[config.mk]
export PLATFORM = sky130hd
export DESIGN_NAME = word_loader
export DESIGN_NICKNAME = d
export VERILOG_FILES = /design/src/rtl/word_loader.sv
export SDC_FILE = /design/constraint.sdc
export NUM_CORES = 1
export LEC_CHECK = 0
export BUFFER_PORTS_ARGS = -buffer_cell sky130_fd_sc_hd__buf_2
export CAP_MARGIN = 5
export CORE_UTILIZATION = 45
export CTS_BUF_LIST = sky130_fd_sc_hd__clkbuf_8
export DETAILED_ROUTE_END_ITERATION = 12
export GPL_TIMING_DRIVEN = 0
export PLACE_DENSITY = 0.68
export SLEW_MARGIN = 20
export SYNTH_ARGS = -nofsm -noshare
export SYNTH_HDL_FRONTEND = slang
export SYNTH_SLANG_ARGS = --single-unit
[constraint.sdc]
create_clock -name clk -period 2.35 [get_ports clk]
set_clock_uncertainty 0.05 [all_clocks]
set_input_delay 0.47 -clock clk [delete_from_list [all_inputs] [get_ports clk]]
set_output_delay 0.47 -clock clk [all_outputs]
set_load 0.03 [all_outputs]
[src/rtl/word_loader.sv]
// rtl/word_loader.sv - length-prefixed word stream loader into on-chip memory
// Header word gives the word count; data words are written from BASE_ADDR upward without wrapping.
module word_loader #(
    parameter int DATA_W    = 16,
    parameter int ADDR_W    = 12,
    parameter int BASE_ADDR = 0
) (
    input  logic              clk,
    input  logic              rst_n,
    input  logic              start,
    output logic              load,
    input  logic              in_valid,
    input  logic [DATA_W-1:0] in_data,
    output logic              in_ready,
    output logic              mem_we,
    output logic [ADDR_W-1:0] mem_addr,
    output logic [DATA_W-1:0] mem_wdata,
    output logic              busy,
    output logic              done,
    output logic              err_overflow
);

    typedef enum logic [1:0] {S_IDLE, S_HDR, S_DATA, S_DONE} state_t;

    // Address arithmetic is carried two bits wider than either operand so nothing truncates.
    localparam int                EXT_W    = ((ADDR_W > DATA_W) ? ADDR_W : DATA_W) + 2;
    localparam logic [EXT_W-1:0]  LIMIT    = EXT_W'(1) << ADDR_W;
    localparam logic [EXT_W-1:0]  BASE_EXT = EXT_W'(BASE_ADDR);

    state_t              state_q, state_d;
    logic [DATA_W-1:0]   idx_q, idx_d;
    logic [DATA_W-1:0]   len_q, len_d;
    logic                we_q, we_d;
    logic [ADDR_W-1:0]   addr_q, addr_d;
    logic [DATA_W-1:0]   wdata_q, wdata_d;
    logic                err_q, err_d;

    logic                accept;
    logic                last_word;
    logic [EXT_W-1:0]    wr_addr_ext;
    logic [EXT_W-1:0]    xfer_end;

    assign in_ready     = (state_q == S_HDR) || (state_q == S_DATA);
    assign load         = in_ready;
    assign busy         = in_ready;
    assign done         = (state_q == S_DONE);
    assign mem_we       = we_q;
    assign mem_addr     = addr_q;
    assign mem_wdata    = wdata_q;
    assign err_overflow = err_q;

    always_comb begin
        state_d     = state_q;
        idx_d       = idx_q;
        len_d       = len_q;
        we_d        = 1'b0;
        addr_d      = addr_q;
        wdata_d     = wdata_q;
        err_d       = err_q;
        accept      = in_valid && in_ready;
        wr_addr_ext = BASE_EXT + EXT_W'(idx_q);
        xfer_end    = BASE_EXT + EXT_W'(in_data);
        last_word   = (EXT_W'(idx_q) + EXT_W'(1)) == EXT_W'(len_q);

        case (state_q)
            S_IDLE: begin
                if (start) begin
                    state_d = S_HDR;
                    err_d   = 1'b0;
                    idx_d   = '0;
                end
            end
            S_HDR: begin
                if (accept) begin
                    len_d = in_data;
                    if (xfer_end > LIMIT) begin
                        err_d = 1'b1;
                    end
                    state_d = (in_data == '0) ? S_DONE : S_DATA;
                end
            end
            S_DATA: begin
                if (accept) begin
                    // Words past the top of memory are consumed but not written.
                    addr_d  = wr_addr_ext[ADDR_W-1:0];
                    wdata_d = in_data;
                    we_d    = (wr_addr_ext < LIMIT);
                    idx_d   = idx_q + DATA_W'(1);
                    if (last_word) begin
                        state_d = S_DONE;
                    end
                end
            end
            S_DONE: begin
                state_d = S_IDLE;
            end
            default: begin
                state_d = S_IDLE;
            end
        endcase
    end

    always_ff @(posedge clk or negedge rst_n) begin
        if (!rst_n) begin
            state_q <= S_IDLE;
            idx_q   <= '0;
            len_q   <= '0;
            we_q    <= 1'b0;
            addr_q  <= '0;
            wdata_q <= '0;
            err_q   <= 1'b0;
        end else begin
            state_q <= state_d;
            idx_q   <= idx_d;
            len_q   <= len_d;
            we_q    <= we_d;
            addr_q  <= addr_d;
            wdata_q <= wdata_d;
            err_q   <= err_d;
        end
    end

endmodule

==> metrics.yaml, run 1 <==
die_x_um: 88.4
syn_area_per_cell_um2: 11.2
syn-num-nets: 327
post-dp-hpwl_um: 5410
area_growth_pct: 25.0
hold_violations: 0
hold_class: "input pin to flop"
layout_commonest_cell: "dfrtp_1"
initial_core_util_pct: 46.5
clock_path_buffers: 2
worst_slew_margin_rel_pct: 62.4
crit_fanout: 7
dr.pass1.iters: 4
ioPinCount: 54
crit_required_ns: 2.52
routed_wl_um: 7510
cp-startpoint: "idx_q[1]"
place_worst_setup_slack_ns: -0.369
crit_arrival_ns: 2.52
post-route-period-util_pct: 100
reg2reg_setup_slack_ns: 0.0008
grt_pass1_wl_um: 12100
drv_slew: 0
endpoint: "state_q[1]"
dr.first_iter.drc_count: 187
port_buffers: 53
netlist_area_um2: 3360
cts_inserted_buffers: 9
diodes: 0
die_h_um: 88.4
rows: 31
post_drt_via_cell_ratio: 5.44
path_class: "flop to flop"
worstReg2RegEnd: "state_q[1]"
r2r-start: "idx_q[1]"
ys_seq_area_share_pct: 47.7
ir_drop_uv: 781
synth.ff_latch_count: 64
num_vias: 2617
cp-end-kind: "flop"
core_area_um2: 7210
ys.flop_type: "dfrtp_1"
htreeDepth: 3
clkLatencyLatePin_ns: 0.34
antenna_found_initial: 0
final.min_clock_period_ns: 2.35
grt_setup_unrepaired: "true"
drive_gt1_share_pct: 42.7
place_inst: 454
async_flop_share_pct: 100
setup_viol: 0
status: "finished clean"
cp-start-kind: "flop"
grt_max_degree: 48
track_usage_pct: 20.8
max-cap-violations: 0
clkSinkCount: 64
grt-ovfl-total: 0
finalPower_w: 0.00489
tightest_slew_ns: 0.563
syn_inst: 301
final_cell_mix: "dfrtp_1 (57), buf_2 (53), mux2_2 (43), o21ai_0 (26), nor2_1 (21)"
fillers: 625
final_cells: 481
antenna_left: 0
fin_nets: 403
cts_tree: "yes"
gp_congestion: 0.865
ys.warnings.count: 0
root_buffer: "clkbuf_8"
grt_pass1_vias: 2465
synth.distinct_cells: 45
post-route-drc-count: 0
fin_ws_ns: 0.000838
power.density_nw_per_um2: 1170
p_leak_nw: 2.00
dieArea_um2: 7810
ff2ff_path_depth: 8
synth_edf_count: 0
clk_pin_slew_ns: 0.07
wl_per_cell_um: 15.6
max_freq_mhz: 426
critical path: stages (launching register included):
cell     delay, ns
dfrtp_2       0.47
ha_4          0.22
nand4_4       0.18
nor4_4        0.36
xnor2_1       0.14
nor3_2        0.18
nand4_1       0.20
nand2_1       0.13
mux2_4        0.30
flip-flops by register name, indices dropped and copies added, names as in the netlist:
name,cells
err_overflow,1
mem_we,1
state_q,2
len_q,16
mem_addr,12
mem_wdata,16
idx_q,16
repair_timing:
action                                  4_1_cts  5_1_grt
pin swaps                                     4        9
cloned                                        0        0
resized for setup                            23       10
endpoints found under the hold margin        17        0
endpoints found under the setup margin       15       12
buffers inserted                              1       10
hold buffers                                  1        0
logic make-up after synthesis:
family / count (synthesis) / synth area share (%)
AND/OR/NAND/NOR: 88 / 15.2
flip-flops: 64 / 47.7
AO/OA/AOI/OAI: 52 / 9.72
multiplexers: 46 / 15.4
XOR/XNOR: 23 / 6.00
buffers and inverters: 22 / 3.80
adder cells (fa/ha/maj): 6 / 2.24
worst min-delay path by stage:
stage	from	endpoint	slack [ns]	depth (start not counted)
3_3_place_gp	mem_addr[11]	mem_addr[11]	0.41	2
5_1_grt	in_data[10]	mem_wdata[10]	0.34	2
3_5_place_dp	rst_n	mem_addr[6]	0.31	1
2_1_floorplan	rst_n	err_overflow	0.12	0
4_1_cts	in_data[4]	len_q[4]	0.33	2
6_report	in_data[4]	len_q[4]	0.34	2
final cells by class:
class	count	area (um^2)	area share, %
timing repair buffer	66	388	9.24
clock inverter	6	60.1	1.43
clock buffer	10	138	3.28
buffer	17	109	2.59
inverter	4	28.8	0.685
sequential	64	1610	38.3
multi-input combinational	215	1740	41.5
tap	99	124	2.95
cell usage after synthesis (3+ instances only):
cell | n | area, um^2
dfrtp_1 | 64 | 1600
nor2_1 | 21 | 78.8
nor4_2 | 4 | 50.1
and2_1 | 3 | 18.8
buf_4 | 6 | 45.0
nand2_1 | 19 | 71.3
nor3_1 | 4 | 20.0
xor2_1 | 8 | 70.1
a21oi_1 | 7 | 35.0
nand4_1 | 8 | 50.1
nand3_1 | 8 | 40.0
clkbuf_1 | 10 | 37.5
nor2b_1 | 4 | 25.0
nor4_1 | 4 | 25.0
ha_1 | 6 | 75.1
xnor2_1 | 15 | 131
mux2_2 | 43 | 484
o31ai_1 | 5 | 37.5
o21ai_0 | 26 | 130
inv_1 | 3 | 11.3
metal layers:
metal / routed length (um) / track usage [%] / share of wire [%]
met3: 355 / 3.45 / 4.7
met1: 3400 / 27.6 / 45
met5: 0 / 0 / 0
met4: 163 / 10.6 / 2.2
met2: 3590 / 32.9 / 48
power breakdown:
group / total (W) / switching [W] / internal [W]
sequential: 0.00172 / 0.000269 / 0.00145
combinational: 0.00224 / 0.00128 / 0.000961
clock: 0.000931 / 0.000419 / 0.000512
total: 0.00489 / 0.00197 / 0.00292
metrics by stage:
step           hold slack [ns]  util (%)  TNS (ns)  instance area, um^2
2_1_floorplan            0.124         -         0                 3360
3_3_place_gp             0.409      52.0    -0.692                 3750
3_5_place_dp             0.311      52.4     -1.81                 3780
4_1_cts                  0.331      56.7         0                 4090
5_1_grt                  0.340      58.2    -0.145                 4200
6_report                 0.343      58.2         0                 4200
No activity file was read; power rests on OpenSTA's default activity.
==> run 2: changes to the inputs <==
--- a/config.mk
+++ b/config.mk
@@ -9,9 +9,10 @@
 export CAP_MARGIN = 5
 export CORE_UTILIZATION = 45
 export CTS_BUF_LIST = sky130_fd_sc_hd__clkbuf_8
+export CTS_CLUSTER_DIAMETER = 50
 export DETAILED_ROUTE_END_ITERATION = 12
 export GPL_TIMING_DRIVEN = 0
-export PLACE_DENSITY = 0.68
+export PLACE_DENSITY = 0.79
 export SLEW_MARGIN = 20
 export SYNTH_ARGS = -nofsm -noshare
 export SYNTH_HDL_FRONTEND = slang
==> metrics.yaml, run 2 (same netlist as run 1, synthesis figures left out) <==
status: "finished clean"
layout_commonest_cell: "dfrtp_1"
ioPinCount: 54
fin_nets: 411
clk_pin_slew_ns: 0.07
seq_power_share_pct: 33.7
clkLatencyLatePin_ns: 0.34
final_cell_mix: "dfrtp_1 (57), buf_2 (53), mux2_2 (43), buf_4 (26), o21ai_0 (26)"
place_inst: 453
post-dp-hpwl_um: 5360
htreeDepth: 3
drv_slew: 0
cts_tree: "yes"
port_buffers: 53
final_cells: 488
die_x_um: 88.4
hold_class: "input pin to asynchronous set/reset pin"
hold_violations: 0
cts_inserted_buffers: 9
crit_buf_inv: 1
path_delay_family: "simple AND/OR/NAND/NOR gates"
p_int_w: 0.00307
setup_viol: 0
wl_met3_um: 398
grt-ovfl-total: 0
die_h_um: 88.4
slowest_delay_ns: 0.36
whs_ns: 0.160
dr_wl_met2_um: 3790
crit_top_cell: "mux2_4"
path_cells: "buf_6, nand4_4, nor4_4, mux2_4, a211oi_2, nand4_1, nand2_1, mux2_4"
place_area_um2: 3750
fin_util_pct: 58.9
cp-start-kind: "flop"
drive_gt1_share_pct: 44.5
tightest_slew_ns: 0.786
num_vias: 2641
dr.pass1.iters: 4
cp-end-kind: "flop"
max-cap-violations: 0
routed_wl_um: 7780
seq_area_um2: 1610
grt_pass1_wl_um: 12400
dr.first_iter.drc_count: 176
fillers: 631
antenna_left: 0
root_buffer: "clkbuf_8"
wl_per_cell_um: 15.9
post-route-drc-count: 0
final_area_um2: 4250
switching_share_pct: 39.6
diodes: 0
clkPwrFrac_pct: 20.5
crit_arrival_ns: 2.53
crit_required_ns: 2.53
grt_pass1_vias: 2451
grt_max_degree: 65
tns_ns: 0
comb_power_share_pct: 45.8
ir_drop_uv: 883
highest_layer: "met4"
gp_congestion: 0.915
grt_setup_unrepaired: "true"
worst_slew_margin_rel_pct: 47.6
p_leak_nw: 2.01
slowest_stage: "nor4_4"
initial_core_util_pct: 46.5
holdBufCountCts: 0
final.min_clock_period_ns: 2.35
p_switching_w: 0.00201
core_area_um2: 7210
clkSinkCount: 64
post_drt_via_cell_ratio: 5.41
area_growth_pct: 26.5
clock_path_buffers: 2
path_class: "flop to flop"
multi_input_comb_area_um2: 1730
rows: 31
met1Wirelength_um: 3500
antenna_found_initial: 0
dieArea_um2: 7810
post-route-period-util_pct: 99.9
track_usage_pct: 21.1
power.density_nw_per_um2: 1200
crit_fanout: 7
max_freq_mhz: 426
[run 2: through the flow]
step / worst slack (ns) / total power [W]
finish: 0.00172 / 0.00509
global route: -0.130 / 0.00537
CTS: -0.0804 / 0.00492
detailed placement: -0.371 / 0.00384
global placement: -0.345 / 0.00377
floorplan: 0.00987 / 0.00326
[run 2: worst paths after layout]
check                             start  cells past startpoint  slack (ns)            to
setup / recovery               idx_q[6]                      8       0.002    state_q[1]
hold / removal                    rst_n                      1        0.16   mem_addr[6]
setup reg to reg               idx_q[6]                      8       0.002    state_q[1]
hold reg to reg            mem_addr[11]                      2        0.43  mem_addr[11]
max in group asynchronous         rst_n                      1        1.53      idx_q[2]
min in group clk            in_data[14]                      2        0.34     len_q[14]
[run 2: layout make-up]
cell class	instances	area share, %
Multi-Input combinational cell	215	40.8
Clock buffer	10	3.24
Clock inverter	5	1.92
Tap cell	99	2.92
Inverter	4	0.678
Timing Repair Buffer	74	10.0
Buffer	17	2.50
Sequential cell	64	37.9
[run 2: power groups by stage]
stage	Combinational (W)	Sequential, W	Clock, W
2_1_floorplan	0.00125	0.00201	0
4_1_cts	0.00215	0.00171	0.00106
6_report	0.00233	0.00172	0.00104
5_1_grt	0.00250	0.00175	0.00111
3_3_place_gp	0.00206	0.00171	0
3_5_place_dp	0.00211	0.00173	0
[run 2: per-layer routing]
metal / global-route usage [%] / vias to the layer above
li1: - / 1252
met1: 28.7 / 1299
met2: 33.3 / 81
met3: 3.64 / 9
met4: 9.09 / 0
met5: 0 / -
[run 2: what timing repair did]
action | 4_1_cts | 5_1_grt
pin swaps | 3 | 12
endpoints found under the setup margin | 18 | 23
buffers inserted | 2 | 19
resized for setup | 12 | 22
